<file path="src/rtl/range_frame_sequencer.sv">
// range_frame_sequencer: buffers one input frame and replays it
// as a go/finish framed burst with a trailing idle cycle.
module range_frame_sequencer #(
    parameter int WIDTH = 16,
    parameter int DEPTH = 16
) (
    input  logic             clock,
    input  logic             reset,
    input  logic [WIDTH-1:0] in_data,
    input  logic             in_valid,
    input  logic             in_last,
    output logic             in_ready,
    output logic [WIDTH-1:0] out_data,
    output logic             go,
    output logic             finish,
    output logic             frame_done,
    output logic             overflow
);

    localparam int AW = $clog2(DEPTH);
    localparam int CW = AW + 1;

    typedef enum logic [1:0] {
        FILL,
        DRAIN,
        GAP,
        DISCARD
    } state_t;

    state_t state;
    state_t state_n;

    logic [WIDTH-1:0] mem [DEPTH];
    logic [CW-1:0]    count;
    logic [CW-1:0]    rd;
    logic [CW-1:0]    n;
    logic             rep;

    logic xfer;
    logic full;
    logic last_beat;

    assign in_ready = (state == FILL) || (state == DISCARD);
    assign xfer     = in_valid && in_ready;
    assign full     = (count == CW'(DEPTH));

    // a 1-sample frame is shown twice so go and finish never coincide
    assign last_beat = (n == CW'(1)) ? rep : (rd == n - CW'(1));

    // state register
    always_ff @(posedge clock) begin
        if (reset) begin
            state <= FILL;
        end else begin
            state <= state_n;
        end
    end

    // next state and burst outputs
    always_comb begin
        state_n    = state;
        out_data   = '0;
        go         = 1'b0;
        finish     = 1'b0;
        frame_done = 1'b0;
        unique case (state)
            FILL: begin
                if (xfer && in_last) begin
                    state_n = full ? FILL : DRAIN;
                end else if (xfer && full) begin
                    state_n = DISCARD;
                end
            end
            DRAIN: begin
                out_data = mem[rd[AW-1:0]];
                go       = (rd == '0) && !rep;
                finish   = last_beat;
                if (last_beat) begin
                    state_n = GAP;
                end
            end
            GAP: begin
                frame_done = 1'b1;
                state_n    = FILL;
            end
            DISCARD: begin
                if (xfer && in_last) begin
                    state_n = FILL;
                end
            end
            default: state_n = FILL;
        endcase
    end

    // indices, frame length and sticky overflow
    always_ff @(posedge clock) begin
        if (reset) begin
            count    <= '0;
            rd       <= '0;
            n        <= '0;
            rep      <= 1'b0;
            overflow <= 1'b0;
        end else begin
            unique case (state)
                FILL: begin
                    if (xfer) begin
                        if (full) begin
                            overflow <= 1'b1;
                            if (in_last) begin
                                count <= '0;
                            end
                        end else begin
                            count <= count + CW'(1);
                            if (in_last) begin
                                n <= count + CW'(1);
                            end
                        end
                    end
                end
                DRAIN: begin
                    if (n == CW'(1)) begin
                        rep <= 1'b1;
                    end else begin
                        rd <= rd + CW'(1);
                    end
                end
                GAP: begin
                    count <= '0;
                    rd    <= '0;
                    rep   <= 1'b0;
                end
                DISCARD: begin
                    if (xfer && in_last) begin
                        count <= '0;
                    end
                end
                default: ;
            endcase
        end
    end

    // sample buffer; only written while filling a frame that still fits
    always_ff @(posedge clock) begin
        if (!reset && state == FILL && xfer && !full) begin
            mem[count[AW-1:0]] <= in_data;
        end
    end

endmodule
</file>
<file path="config.mk">
export PLATFORM = sky130hd
export DESIGN_NAME = range_frame_sequencer
export DESIGN_NICKNAME = d
export VERILOG_FILES = /design/src/rtl/range_frame_sequencer.sv
export SDC_FILE = /design/constraint.sdc
export NUM_CORES = 1
export LEC_CHECK = 0
export BUFFER_PORTS_ARGS = -buffer_cell sky130_fd_sc_hd__buf_2
export CAP_MARGIN = 20
export CELL_PAD_IN_SITES_DETAIL_PLACEMENT = 1
export CELL_PAD_IN_SITES_GLOBAL_PLACEMENT = 1
export CORE_MARGIN = 2
export CORE_UTILIZATION = 49
export DETAILED_ROUTE_END_ITERATION = 7
export GPL_ROUTABILITY_DRIVEN = 0
export MAX_ROUTING_LAYER = met4
export PLACE_DENSITY_LB_ADDON = 0.1
export SYNTH_ARGS = -nofsm -noshare
export SYNTH_HDL_FRONTEND = slang
export SYNTH_SLANG_ARGS = --single-unit
export TNS_END_PERCENT = 1
</file>
<file path="constraint.sdc">
create_clock -name clock -period 3.1 [get_ports clock]
set_input_delay 0.155 -clock clock [delete_from_list [all_inputs] [get_ports clock]]
set_output_delay 0.155 -clock clock [all_outputs]
set_load 0.02 [all_outputs]
</file>
# ---- Yosys cells after proc, flatten, opt, wreduce, memory -nomap -nowiden
# Memories as Yosys holds them, arrays and structs flattened. A register that Yosys moved wholly into a read port is not among the register bits.
# Index checks and enable logic that the tools add are counted.
dict set report op_classes {
  addsub 3
  n_eq_ne 13
  n_reduce_logical 21
  bitwise_logic 1
  n_mux 24
}
# op n
set ops {}
lappend ops {{$mux 5} 5}
lappend ops {{$mux 16} 1}
lappend ops {{$pmux 5 s3} 1}
lappend ops {{$add 5x1->5 const B} 2}
lappend ops {{$pmux 5 s2} 1}
lappend ops {{$mux 1} 8}
lappend ops {{$mux 2} 4}
lappend ops {{$mux 4} 2}
lappend ops {{$ne 2x2->1 const B} 4}
lappend ops {{$pmux 2 s4} 1}
lappend ops {{$reduce_and 4->1} 2}
lappend ops {{$logic_and 1x1->1} 7}
lappend ops {{$reduce_and 3->1} 2}
lappend ops {{$eq 5x1->1 const B} 1}
lappend ops {{$eq 5x5->1} 1}
lappend ops {{$eq 5x5->1 const B} 1}
lappend ops {{$logic_not 5->1} 1}
lappend ops {{$sub 5x1->5 const B} 1}
lappend ops {{$eq 2x2->1 const B} 2}
lappend ops {{$reduce_and 2->1} 2}
lappend ops {{$logic_not 1->1} 3}
lappend ops {{$ne 3x1->1 const B} 1}
lappend ops {{$ne 3x3->1 const B} 1}
lappend ops {{$reduce_bool 3->1} 1}
lappend ops {{other kinds (7)} 7}
dict set report word_totals {
  regBits 19
  elab_cells 69
  n_memories 1
  mem_bits_rw 256
  in_bits 20
}
# memory words word_bits read_ports rd_clocked_by_memory_dff write_ports line_no
set mem_list {}
lappend mem_list {mem 16 16 1 1 1 33} ;# logic [WIDTH-1:0] mem [DEPTH];

# ---- Depth between registers and ports, before layout
# Gate-level depths: netlist of run 1.
dict set report logic_depth {
  depth_word 7
  mapped_depth 8
  mapped_depth_nobuf 7
}

# ---- Worst setup path before layout of run 1
# No wires, ideal clock.
dict set report synth_path {
  kind {flip-flop to flip-flop}
  from {reg state[0]}
  to {mem mem[0][0], enable pin}
  setup_slack_ns 0.110
  n_path_buf 0
  stages_incl_launch_ff 8
  period_less_slack_ns 2.990
  setup_time_ns 0.409
  t_arrival_ns 2.581
  required_time_ns 2.691
  cell_sequence {dfxtp_1 -> inv_1 -> ha_1 -> nor2b_1 -> nand2_1 -> nor3_1 -> nand2_1 -> nor3_1}
}
dict set report synth_between {
  elab_chain_cells 7
}
# element line_no
set synth_rtl {}
lappend synth_rtl {{start: declaration} 30} ;# state_t state;
lappend synth_rtl {{start signal: assignment} 55} ;# state <= state_n;
lappend synth_rtl {{$eq 2x2->1 or $logic_not 2->1 (tied branches)} {43, 144}}
lappend synth_rtl {{$logic_or 1x1->1} 43} ;# assign in_ready = (state == FILL) || (state == DISCARD);
lappend synth_rtl {{$logic_and 1x1->1} 44} ;# assign xfer = in_valid && in_ready;
lappend synth_rtl {{$logic_and 1x1->1 (*) (2 in series)} 144} ;# if (!reset && state == FILL && xfer && !full) begin
lappend synth_rtl {{$mux 1 (*)} 144}
lappend synth_rtl {{$mux 1 (implied by the code) (*)} 145} ;# mem[count[AW-1:0]] <= in_data;
lappend synth_rtl {{end: declaration} 33}
# Every way passes the cells marked *; elsewhere a longest branch is shown, timed or not.

==> tab_implementation.tex, run 1 <==
\begin{tabular}{lr}
\hline
Metric & Value \\
\hline
\multicolumn{2}{l}{\textbf{Power}} \\
Combinational share of power & 0.143 \\
Clk network pwr share & 0.368 \\
Reg power frac & 0.489 \\
Power dissipated by switching net loads & 2170 uW \\
Cell internal power dissipation & 6640 uW \\
VDD IR-drop max & 0.516 mV \\
Power per Cell Area & 685 nW/um2 \\
Net switching share of the total power & 0.247 \\
Total leakage power & 0.00414 uW \\
\multicolumn{2}{l}{\textbf{Run}} \\
Max Cap Viol & 0 \\
\multicolumn{2}{l}{\textbf{Floorplanning}} \\
Starting density of the core & 0.497 \\
Placeable core region & 22600 um2 \\
Area of the die & 24100 um2 \\
Height of the chip & 155 um \\
Die extent in x & 155 um \\
Total I/O pin count & 41 \\
Total number of placement rows & 55 \\
\multicolumn{2}{l}{\textbf{Cells and area}} \\
Final \#Nets & 664 \\
Count of filler cells inserted in the layout & 1976 \\
P\&R area growth vs syn & 14.8\% \\
Number of diodes & 0 \\
Final core utilization & 0.570 \\
Share of post-route cells with drive strength above 1 & 0.316 \\
\multicolumn{2}{l}{\textbf{Timing}} \\
Max transition margin & 0.458 \\
Share of the clock period used by the worst path after layout & 0.955 \\
Setup violators final & 0 \\
Hold Violations, Final & 0 \\
Final number of max-transition violations & 0 \\
Highest Clock Rate & 0.338 GHz \\
Worst clock skew & 0.00689 ns \\
Pin slew with the least headroom to its limit & 0.813 ns \\
RSZ-0062 raised after global routing & no \\
Sum of negative setup slack & 0 ns \\
Final critical-path required period & 2.96 ns \\
\multicolumn{2}{l}{\textbf{Global route}} \\
Pin count of the biggest net entering global routing & 34 \\
Number of global-route vias before repair & 6081 \\
Grt ovf & 0 \\
Number of antenna violations at the first check in global routing & 0 \\
Wire length of the first global-routing pass & 39.8 mm \\
GRT Util Overall & 0.235 \\
\multicolumn{2}{l}{\textbf{Logic synthesis}} \\
Syn Std Cell Area & 11200 um2 \\
Yosys top cell area share & 0.686 \\
Avg Inst Size Synth & 20.1 um2 \\
Count of flip-flops with a built-in enable after synthesis & 256 \\
Top area cells in the synthesized netlist & edfxtp\_1, mux4\_2, dfxtp\_1 \\
Main synth FF type & edfxtp\_1 \\
Yosys warning total & 0 \\
Number of instances in the synthesized netlist & 557 \\
Number of nets in the synthesized netlist & 590 \\
Most common cell in the synthesized netlist & edfxtp\_1 \\
Async set-or-reset flop fraction in the synthesized netlist & 0 \\
Number of distinct library cells after synthesis & 48 \\
Top post-synthesis cells by count & edfxtp\_1, mux4\_2, nor2\_1, dfxtp\_1 \\
Portion of the post-synthesis area used by sequential elements & 0.727 \\
Synth area leader & edfxtp\_1 \\
Synthesized flop and latch total & 279 \\
\multicolumn{2}{l}{\textbf{Placement}} \\
Post-detail-place hpwl & 17.7 mm \\
Port-buffer cells & 40 \\
\multicolumn{2}{l}{\textbf{Worst setup path}} \\
Critical path startpoint category & flip-flop \\
Reg2Reg Launch Point & state[0] \\
Register-to-Register Setup Slack & 0.39 ns \\
Kind of capture point of the worst setup path & output port \\
Req. time, crit path & 2.94 ns \\
Arrival time of data at the critical path endpoint & 2.81 ns \\
Maximum fanout count along the critical path & 33 \\
Number of cells traversed by the worst register-to-register path & 8 \\
Reg2Reg Capture Point & mem[2][13] \\
Start-to-end type of the worst setup path & reg2out \\
\multicolumn{2}{l}{\textbf{Min path}} \\
Hold Path Depth & 2 \\
Hold Startpoint & reset \\
Min-Delay Path Class & in2reg \\
Hold worst-path end & overflow \\
\multicolumn{2}{l}{\textbf{Clock network}} \\
Max H-tree Level & 1 \\
Bufs on Longest Clock Path & 3 \\
Insertion delay of the later-clocked pin in the worst-skew pair & 0.53 ns \\
Clock Sink Count & 279 \\
CTS clk-pin slew, worst paths & 0.06 ns \\
Clock root buffer master & clkbuf\_16 \\
Number of clock buffers inserted by TritonCTS & 29 \\
Number of buffers inserted by hold repair at cts & 0 \\
Clock tree from TritonCTS & built \\
\multicolumn{2}{l}{\textbf{Status}} \\
Result of the run & finished, final reports clean \\
\multicolumn{2}{l}{\textbf{Routing}} \\
Final routed wire length divided by cell count & 28.1 um \\
Vias after detailed routing & 5632 \\
Detailed Route Iter0 Violations & 449 \\
Remaining DRCs & 0 \\
Via density per instance & 6.01 \\
Total routed wirelength & 26.3 mm \\
Antenna viol nets, final & 0 \\
Length of the first detailed-routing pass in iterations & 5 \\
\hline
\end{tabular}
[state kept, by name, summed over array words and instances, names as in the netlist, named ones only]
name / cells
rep: 1
state: 2
mem: 256
n: 5
count: 5
overflow: 1
rd: 5
[cell families (layout without fill, tap and decap cells)]
logic type                 count (synthesis)  after routing  share of synthesized area
DFF                                      279            279                      0.727
and+or+nand+nor                           93             93                     0.0421
muxes                                     83             83                      0.165
buffers and inverters                     41            136                     0.0184
AOI/OAI and AO/OA                         37             37                     0.0244
adders and majority gates                 13             13                     0.0145
xor gates and xnor gates                  11             11                    0.00859
[worst max-delay path, cell delays in order, from the launching register on]
cell and delay, ns:
dfxtp_2 0.66, buf_12 0.30, mux4_2 0.42, mux4_2 0.53, and2_1 0.18, buf_2 0.15
[per-layer routing]
metal,global-route usage,routed length [um],part of all wire,vias up
li1,-,-,-,2434
met5,-,0,0,-
met1,0.331,11500,0.44,3006
met4,0.0568,638,0.024,0
met2,0.360,12700,0.48,159
met3,0.0501,1510,0.057,33
[repair_timing]
action                                 in CTS  in global routing
setup endpoints to repair                   1                  0
gates resized for setup                     0                  0
endpoints found under the hold margin       0                  0
setup buffers                               1                  0
[cell usage in the layout (no fill, tap or decap), drive strengths merged, types with 5 or more instances in the layout]
cell,instances
and2,16
xnor2,7
nand2,16
ha,13
clkinv,13
edfxtp,256
a21oi,9
dfxtp,23
nor2,29
a211oi,8
inv,15
clkbuf,34
nand3,5
mux4,80
nor3,11
buf,71
[area by class of cell]
type                            instances  area [um2]  share of cell area
Sequential cell                       279        8150               0.634
Clock inverter                         18         141              0.0110
Timing Repair Buffer                   71         515              0.0401
Clock buffer                           34         744              0.0579
Tap cell                              285         357              0.0277
Inverter                               13        48.8             0.00379
Multi-Input combinational cell        237        2910               0.226
[power groups by stage]
| stage | Sequential [uW] | Clock, uW | Combinational (uW) |
|---|---|---|---|
| after floorplan | 4340 | 0 | 835 |
| after global placement | 4390 | 0 | 1200 |
| after detailed placement | 4400 | 0 | 1240 |
| after CTS | 4310 | 3310 | 1280 |
| after global routing | 4320 | 3460 | 1380 |
| final | 4310 | 3250 | 1260 |
[worst max path at each step]
| stage | from | end | slack (ns) | cells after the start |
|---|---|---|---|---|
| 3_5_place_dp | state[0] | mem[2][3] | 0.38 | 8 |
| 6_report | flip-flop | out_data[0] | 0.14 | 5 |
| 2_1_floorplan | state[0] | mem[0][0] | 0.11 | 7 |
| 5_1_grt | flip-flop | out_data[0] | 0.02 | 5 |
| 4_1_cts | flip-flop | out_data[15] | 0.11 | 5 |
| 3_3_place_gp | state[0] | mem[3][3] | 0.46 | 8 |
[through the flow]
step                      area, um2  cells  setup WS (ns)  hold WS, ns  total power [uW]
after floorplan               11200    557          0.110        0.254              5180
after global placement        12000    884          0.465        0.473              5600
after detailed placement      12000    884          0.379        0.475              5650
after CTS                     12900    937          0.109       0.0122              8910
after global routing          12900    937         0.0158       0.0257              9160
final                         12900    937          0.140       0.0260              8820
No activity file was read; power rests on OpenSTA's default activity.
==> run 2, diff against run 1 <==
Settings changed: ABC_AREA from default to 1, CORE_UTILIZATION 49 to 46.
==> tab_implementation.tex, run 2 <==
\begin{tabular}{lr}
\hline
Metric & Value \\
\hline
\multicolumn{2}{l}{\textbf{Logic synthesis}} \\
Most common cell in the synthesized netlist & edfxtp\_1 \\
Main synth FF type & edfxtp\_1 \\
Count of flip-flops with a built-in enable after synthesis & 256 (unchanged) \\
Syn Std Cell Area & 11400 um2 (+1.9\%) \\
Number of instances in the synthesized netlist & 901 (+62\%) \\
Async set-or-reset flop fraction in the synthesized netlist & 0 (unchanged) \\
Number of distinct library cells after synthesis & 33 (-31\%) \\
Number of nets in the synthesized netlist & 934 (+58\%) \\
Yosys warning total & 0 (unchanged) \\
Top post-synthesis cells by count & edfxtp\_1, nor2\_1, o21ai\_0, nand2\_1, o221ai\_1 \\
Yosys top cell area share & 0.673 (-0.0128) \\
Avg Inst Size Synth & 12.7 um2 (-37\%) \\
Synthesized flop and latch total & 279 (unchanged) \\
Top area cells in the synthesized netlist & edfxtp\_1, nor2\_1, o21ai\_0 \\
Synth area leader & edfxtp\_1 \\
Portion of the post-synthesis area used by sequential elements & 0.713 (-0.0136) \\
\multicolumn{2}{l}{\textbf{Cells and area}} \\
Final \#Nets & 997 (+50\%) \\
Most common library cell in the layout ignoring fill and taps & edfxtp\_1 \\
Largest register FFs & 256 (unchanged) \\
Final core utilization & 0.541 (-0.0293) \\
Count of filler cells inserted in the layout & 2493 (+26\%) \\
Number of diodes & 0 (unchanged) \\
P\&R area growth vs syn & 15.1\% \\
Share of post-route cells with drive strength above 1 & 0.141 (-0.175) \\
Leading cell types in the layout, fill and taps excluded & edfxtp\_1, nor2\_1, o21ai\_0 \\
\multicolumn{2}{l}{\textbf{Floorplanning}} \\
Starting density of the core & 0.470 (-0.0269) \\
Height of the chip & 162 um (+4.1\%) \\
Total number of placement rows & 57 (+3.6\%) \\
Area of the die & 26100 um2 (+8.3\%) \\
Die extent in x & 162 um (+4.1\%) \\
Placeable core region & 24300 um2 (+7.7\%) \\
Total I/O pin count & 41 (unchanged) \\
\multicolumn{2}{l}{\textbf{Global route}} \\
Wire length of the first global-routing pass & 47.7 mm (+20\%) \\
Grt ovf & 0 (unchanged) \\
GRT Util Overall & 0.246 (+0.0108) \\
Number of antenna violations at the first check in global routing & 0 (unchanged) \\
Pin count of the biggest net entering global routing & 129 (+280\%) \\
Number of global-route vias before repair & 8078 (+33\%) \\
\multicolumn{2}{l}{\textbf{Worst setup path}} \\
Maximum single-stage delay on the critical path & 0.57 ns (-0.09 ns) \\
Buffer and inverter count on the worst path & 3 (+1) \\
Kind of capture point of the worst setup path & output port \\
Top Family by Delay on Critical Path & buffers and inverters \\
Maximum fanout count along the critical path & 40 (+21\%) \\
Req. time, crit path & 2.94 ns (about the same) \\
Start-to-end type of the worst setup path & reg2out \\
Cell with the biggest individual delay on the critical path & dfxtp\_2 \\
Critical path startpoint category & flip-flop \\
CP Cell Sequence & inv\_2 -> buf\_4 -> o21ai\_0 -> o221ai\_1 -> nand3\_1 -> a21oi\_1 -> buf\_2 \\
Arrival time of data at the critical path endpoint & 2.70 ns (-0.11 ns) \\
\multicolumn{2}{l}{\textbf{Clock network}} \\
Max H-tree Level & 1 (unchanged) \\
Number of clock buffers inserted by TritonCTS & 30 (+3.4\%) \\
Clock tree from TritonCTS & built \\
Clock root buffer master & clkbuf\_16 \\
CTS clk-pin slew, worst paths & 0.06 ns (about the same) \\
Bufs on Longest Clock Path & 3 (unchanged) \\
Number of gates given a new drive strength after cts & 0 (unchanged) \\
Clock Sink Count & 279 (unchanged) \\
Insertion delay of the later-clocked pin in the worst-skew pair & 0.55 ns (+0.02 ns) \\
Post CTS Setup Buffer Count & 0 (-1) \\
\multicolumn{2}{l}{\textbf{Placement}} \\
Port-buffer cells & 40 (unchanged) \\
Post-Place Worst Slack & 0.528 ns (+0.149 ns) \\
Post-detail-place hpwl & 18.1 mm (+2.4\%) \\
\multicolumn{2}{l}{\textbf{Routing}} \\
Via density per instance & 5.75 (-4.3\%) \\
Remaining DRCs & 0 (unchanged) \\
Antenna viol nets, final & 0 (unchanged) \\
Final routed wire length divided by cell count & 23.3 um (-17\%) \\
Vias after detailed routing & 7544 (+34\%) \\
Detailed Route Iter0 Violations & 549 (+22\%) \\
Total routed wirelength & 30.6 mm (+16\%) \\
Length of the first detailed-routing pass in iterations & 5 (unchanged) \\
\multicolumn{2}{l}{\textbf{Min path}} \\
Min-Delay Path Class & in2reg \\
\multicolumn{2}{l}{\textbf{Timing}} \\
Sum of negative setup slack & 0 ns (unchanged) \\
Smallest hold slack & 0.0215 ns (-0.00447 ns) \\
Final critical-path required period & 2.86 ns (-0.101 ns) \\
Hold Violations, Final & 0 (unchanged) \\
Worst clock skew & 0.0126 ns (+0.00570 ns) \\
Share of the clock period used by the worst path after layout & 0.922 (-0.0327) \\
Min setup slack post-route & 0.241 ns (+0.101 ns) \\
Max transition margin & 0.460 (+0.00237) \\
Highest Clock Rate & 0.350 GHz (+3.5\%) \\
RSZ-0062 raised after global routing & no \\
Final number of max-transition violations & 0 (unchanged) \\
Setup violators final & 0 (unchanged) \\
Pin slew with the least headroom to its limit & 0.810 ns (-0.00356 ns) \\
\multicolumn{2}{l}{\textbf{Power}} \\
Total leakage power & 0.00442 uW (+6.7\%) \\
Final Power & 10100 uW (+14\%) \\
Power per Cell Area & 765 nW/um2 (+12\%) \\
VDD IR-drop max & 0.483 mV (-6.4\%) \\
\multicolumn{2}{l}{\textbf{Status}} \\
Result of the run & finished, final reports clean \\
\multicolumn{2}{l}{\textbf{Run}} \\
Max Cap Viol & 0 (unchanged) \\
\hline
\end{tabular}
==> run 2: path summary, 6_finish.rpt <==
path / startpoint / end / slack [ns] / cells after the start
setup / recovery: flip-flop / out_data[15] / 0.24 / 7
hold / removal: in_data[0] / mem[10][0] / 0.02 / 1
setup reg to reg: count[0] / mem[14][0] / 0.51 / 10
hold reg to reg: overflow / overflow / 0.49 / 2
==> run 2: stage by stage <==
| step | area (um2) | std cells |
|---|---|---|
| global route | 13200 | 1312 |
| detailed placement | 12100 | 1243 |
| global placement | 12100 | 1243 |
| CTS | 13200 | 1312 |
| finish | 13200 | 1312 |
| floorplan | 11400 | 901 |
==> run 2: layer usage <==
metal | routed length (um) | track usage | part of all wire | vias to the layer above
met4 | 863 | 0.0676 | 0.028 | 0
met5 | 0 | - | 0 | -
met3 | 1180 | 0.0275 | 0.039 | 65
met1 | 13500 | 0.320 | 0.44 | 3813
li1 | - | - | - | 3469
met2 | 15000 | 0.415 | 0.49 | 197
==> run 2: logic make-up after synthesis <==
group,synth area share
xor+xnor,0.00383
fa+ha+maj,0.0142
compound gates,0.133
buf+inv,0.0454
flops,0.713
simple gates,0.0901
==> run 2: where the power goes <==
part	internal, uW	total, uW	switching [uW]	leakage [uW]
Combinational	670	2270	1600	0.00147
Clock	2020	3410	1400	0.000460
Sequential	4260	4380	116	0.00249
Total	6950	10100	3120	0.00442
==> run 2: timing repair <==
action	in CTS	in global routing
hold buffers	13	0
hold endpoints to repair	187	0
endpoints found under the setup margin	0	0
==> run 2: layout make-up <==
type	count	area (um2)	share of cell area
repair buffers	84	676	0.0514
multi-input cells	525	2810	0.213
well taps	324	405	0.0308
inverters	44	168	0.0127
clock buffers	50	887	0.0675
clock inverters	6	53.8	0.00409
flip-flops and latches	279	8150	0.620
==> run 2: worst register-to-register path, stage by stage, from the launching register on <==
cell	delay, ns
dfxtp_1	0.42
inv_1	0.12
ha_1	0.26
nand4_1	0.15
inv_2	0.10
nor2_4	0.13
nand3_2	0.19
inv_2	0.13
nand2_1	0.15
nor2_2	0.45
buf_12	0.22
==> run 3, diff against run 2 <==
Settings changed: GPL_TIMING_DRIVEN from default to 0.
==> tab_implementation.tex, run 3 (synthesized netlist as in run 2, its figures left out) <==
\begin{tabular}{lr}
\hline
Metric & Value \\
\hline
\multicolumn{2}{l}{\textbf{Min path}} \\
Min-Delay Path Class & in2reg \\
Hold Startpoint & in\_data[14] \\
\multicolumn{2}{l}{\textbf{Clock network}} \\
Number of clock buffers inserted by TritonCTS & 29 (-3.3\%) \\
Clock tree from TritonCTS & built \\
Bufs on Longest Clock Path & 3 (unchanged) \\
Clock root buffer master & clkbuf\_16 \\
Max H-tree Level & 1 (unchanged) \\
Clock Sink Count & 279 (unchanged) \\
CTS clk-pin slew, worst paths & 0.07 ns (about the same) \\
Insertion delay of the later-clocked pin in the worst-skew pair & 0.55 ns (about the same) \\
Post CTS Setup Buffer Count & 0 (unchanged) \\
\multicolumn{2}{l}{\textbf{Floorplanning}} \\
Total I/O pin count & 41 (unchanged) \\
Height of the chip & 162 um (unchanged) \\
Area of the die & 26100 um2 (unchanged) \\
Placeable core region & 24300 um2 (unchanged) \\
Starting density of the core & 0.470 (unchanged) \\
Die extent in x & 162 um (unchanged) \\
Total number of placement rows & 57 (unchanged) \\
\multicolumn{2}{l}{\textbf{Routing}} \\
Total routed wirelength & 35.4 mm (+16\%) \\
Antenna viol nets, final & 0 (unchanged) \\
Final routed wire length divided by cell count & 26.3 um (+13\%) \\
Via density per instance & 5.90 (+2.5\%) \\
Vias after detailed routing & 7935 (+5.2\%) \\
Detailed Route Iter0 Violations & 800 (+46\%) \\
Remaining DRCs & 0 (unchanged) \\
Length of the first detailed-routing pass in iterations & 6 (+1) \\
\multicolumn{2}{l}{\textbf{Worst setup path}} \\
Req. time, crit path & 2.94 ns (about the same) \\
Maximum single-stage delay on the critical path & 0.72 ns (+0.15 ns) \\
Start-to-end type of the worst setup path & reg2out \\
Critical path's most frequent cell & buf\_2 \\
Critical path startpoint category & flip-flop \\
Kind of capture point of the worst setup path & output port \\
Cell with the biggest individual delay on the critical path & clkbuf\_1 \\
Reg2Reg Launch Point & count[0] \\
CP Cell Sequence & buf\_2 -> clkbuf\_1 -> o221ai\_1 -> o211ai\_1 -> a21oi\_1 -> buf\_2 \\
Maximum fanout count along the critical path & 10 (-75\%) \\
Arrival time of data at the critical path endpoint & 2.87 ns (+0.17 ns) \\
\multicolumn{2}{l}{\textbf{Cells and area}} \\
Largest register FFs & 256 (unchanged) \\
Most common library cell in the layout ignoring fill and taps & edfxtp\_1 \\
Count of filler cells inserted in the layout & 2478 (-0.60\%) \\
Non-filler cells in the finished layout & 1346 (+2.6\%) \\
Final \#Nets & 1032 (+3.5\%) \\
Leading cell types in the layout, fill and taps excluded & edfxtp\_1, nor2\_1, o21ai\_0 \\
Number of diodes & 0 (unchanged) \\
Share of post-route cells with drive strength above 1 & 0.155 (+0.0139) \\
P\&R area growth vs syn & 17.3\% \\
Final core utilization & 0.551 (+0.0102) \\
\multicolumn{2}{l}{\textbf{Status}} \\
Result of the run & finished, final reports clean \\
\multicolumn{2}{l}{\textbf{Timing}} \\
Worst clock skew & 0.00940 ns (-0.00319 ns) \\
Min setup slack post-route & 0.0787 ns (-0.162 ns) \\
Smallest hold slack & 0.0157 ns (-0.00577 ns) \\
Hold Violations, Final & 0 (unchanged) \\
Highest Clock Rate & 0.331 GHz (-5.4\%) \\
Max transition margin & 0.394 (-0.0662) \\
Final number of max-transition violations & 0 (unchanged) \\
Share of the clock period used by the worst path after layout & 0.975 (+0.0524) \\
Final critical-path required period & 3.02 ns (+0.162 ns) \\
Setup violators final & 0 (unchanged) \\
RSZ-0062 raised after global routing & no \\
Pin slew with the least headroom to its limit & 0.909 ns (+0.0992 ns) \\
\multicolumn{2}{l}{\textbf{Placement}} \\
Port-buffer cells & 39 (-2.5\%) \\
Dpl cells & 1283 (+3.2\%) \\
Post-Place Worst Slack & 0.390 ns (-0.139 ns) \\
Post-detail-place hpwl & 23.8 mm (+32\%) \\
\multicolumn{2}{l}{\textbf{Global route}} \\
Pin count of the biggest net entering global routing & 17 (-87\%) \\
Number of antenna violations at the first check in global routing & 1 (+1) \\
GRT Util Overall & 0.283 (+0.0365) \\
Wire length of the first global-routing pass & 51.9 mm (+8.7\%) \\
Grt ovf & 0 (unchanged) \\
Number of global-route vias before repair & 8181 (+1.3\%) \\
\multicolumn{2}{l}{\textbf{Power}} \\
Total leakage power & 0.00454 uW (+2.6\%) \\
VDD IR-drop max & 0.479 mV (-0.92\%) \\
Final Power & 10600 uW (+4.8\%) \\
Power per Cell Area & 787 nW/um2 (+2.9\%) \\
\multicolumn{2}{l}{\textbf{Run}} \\
Max Cap Viol & 0 (unchanged) \\
\hline
\end{tabular}
-- run 3: changes by cell type in the layout (fill, tap and decap cells not counted), moves of 3 or more --
cell / previous run / this run
clkbuf_1: 15 / 30
clkbuf_2: 0 / 5
dfxtp_1: 20 / 23
buf_4: 22 / 5
clkinvlp_4: 0 / 3
dlygate4sd3_1: 13 / 9
buf_8: 0 / 9
buf_6: 0 / 20
buf_16: 0 / 3
buf_2: 40 / 47
buf_12: 9 / 1
-- run 3: final cells by class --
class	count	area, um2	share of cell area
tap	324	405	0.0303
multi-input combinational	525	2810	0.210
timing repair buffer	67	578	0.0431
clock buffer	42	815	0.0608
inverter	44	171	0.0128
clock inverter	12	123	0.00915
sequential	279	8150	0.608
buffer	53	352	0.0262
-- run 3: final timing paths --
| path | to | slack (ns) | cells past startpoint |
|---|---|---|---|
| setup reg to reg | mem[9][0] | 0.34 | 10 |
| setup / recovery | out_data[2] | 0.08 | 6 |
| hold reg to reg | overflow | 0.49 | 2 |
| hold / removal | mem[12][14] | 0.02 | 1 |
-- run 3: routing by layer --
layer	track usage	part of all wire	vias up
li1	-	-	3544
met1	0.387	0.43	4020
met2	0.440	0.47	295
met3	0.0393	0.068	76
met4	0.0973	0.036	0
met5	-	0	-
-- run 3: critical path: cells and delay by family, from the launching register on --
| family | cells | cell delay [ns] |
|---|---|---|
| AOI/OAI and AO/OA | 3 | 0.69 |
| DFF | 1 | 0.37 |
| buffers and inverters | 3 | 1.24 |
-- run 3: timing repair --
| action | in CTS | in global routing |
|---|---|---|
| setup endpoints to repair | 0 | 3 |
| hold endpoints to repair | 125 | 0 |
| resized for setup | 0 | 1 |
| hold buffers | 9 | 0 |
-- run 3: power by group --
group / switching, uW / internal [uW]
clock: 1430 / 1990
sequential: 96.7 / 4260
combinational: 1960 / 815
-- run 3: stage by stage --
stage | setup TNS (ns) | instance area (um2)
CTS | 0 | 13400
global placement | -129.08 | 12000
detailed placement | 0 | 12400
floorplan | 0 | 11400
finish | 0 | 13400
global route | 0 | 13400
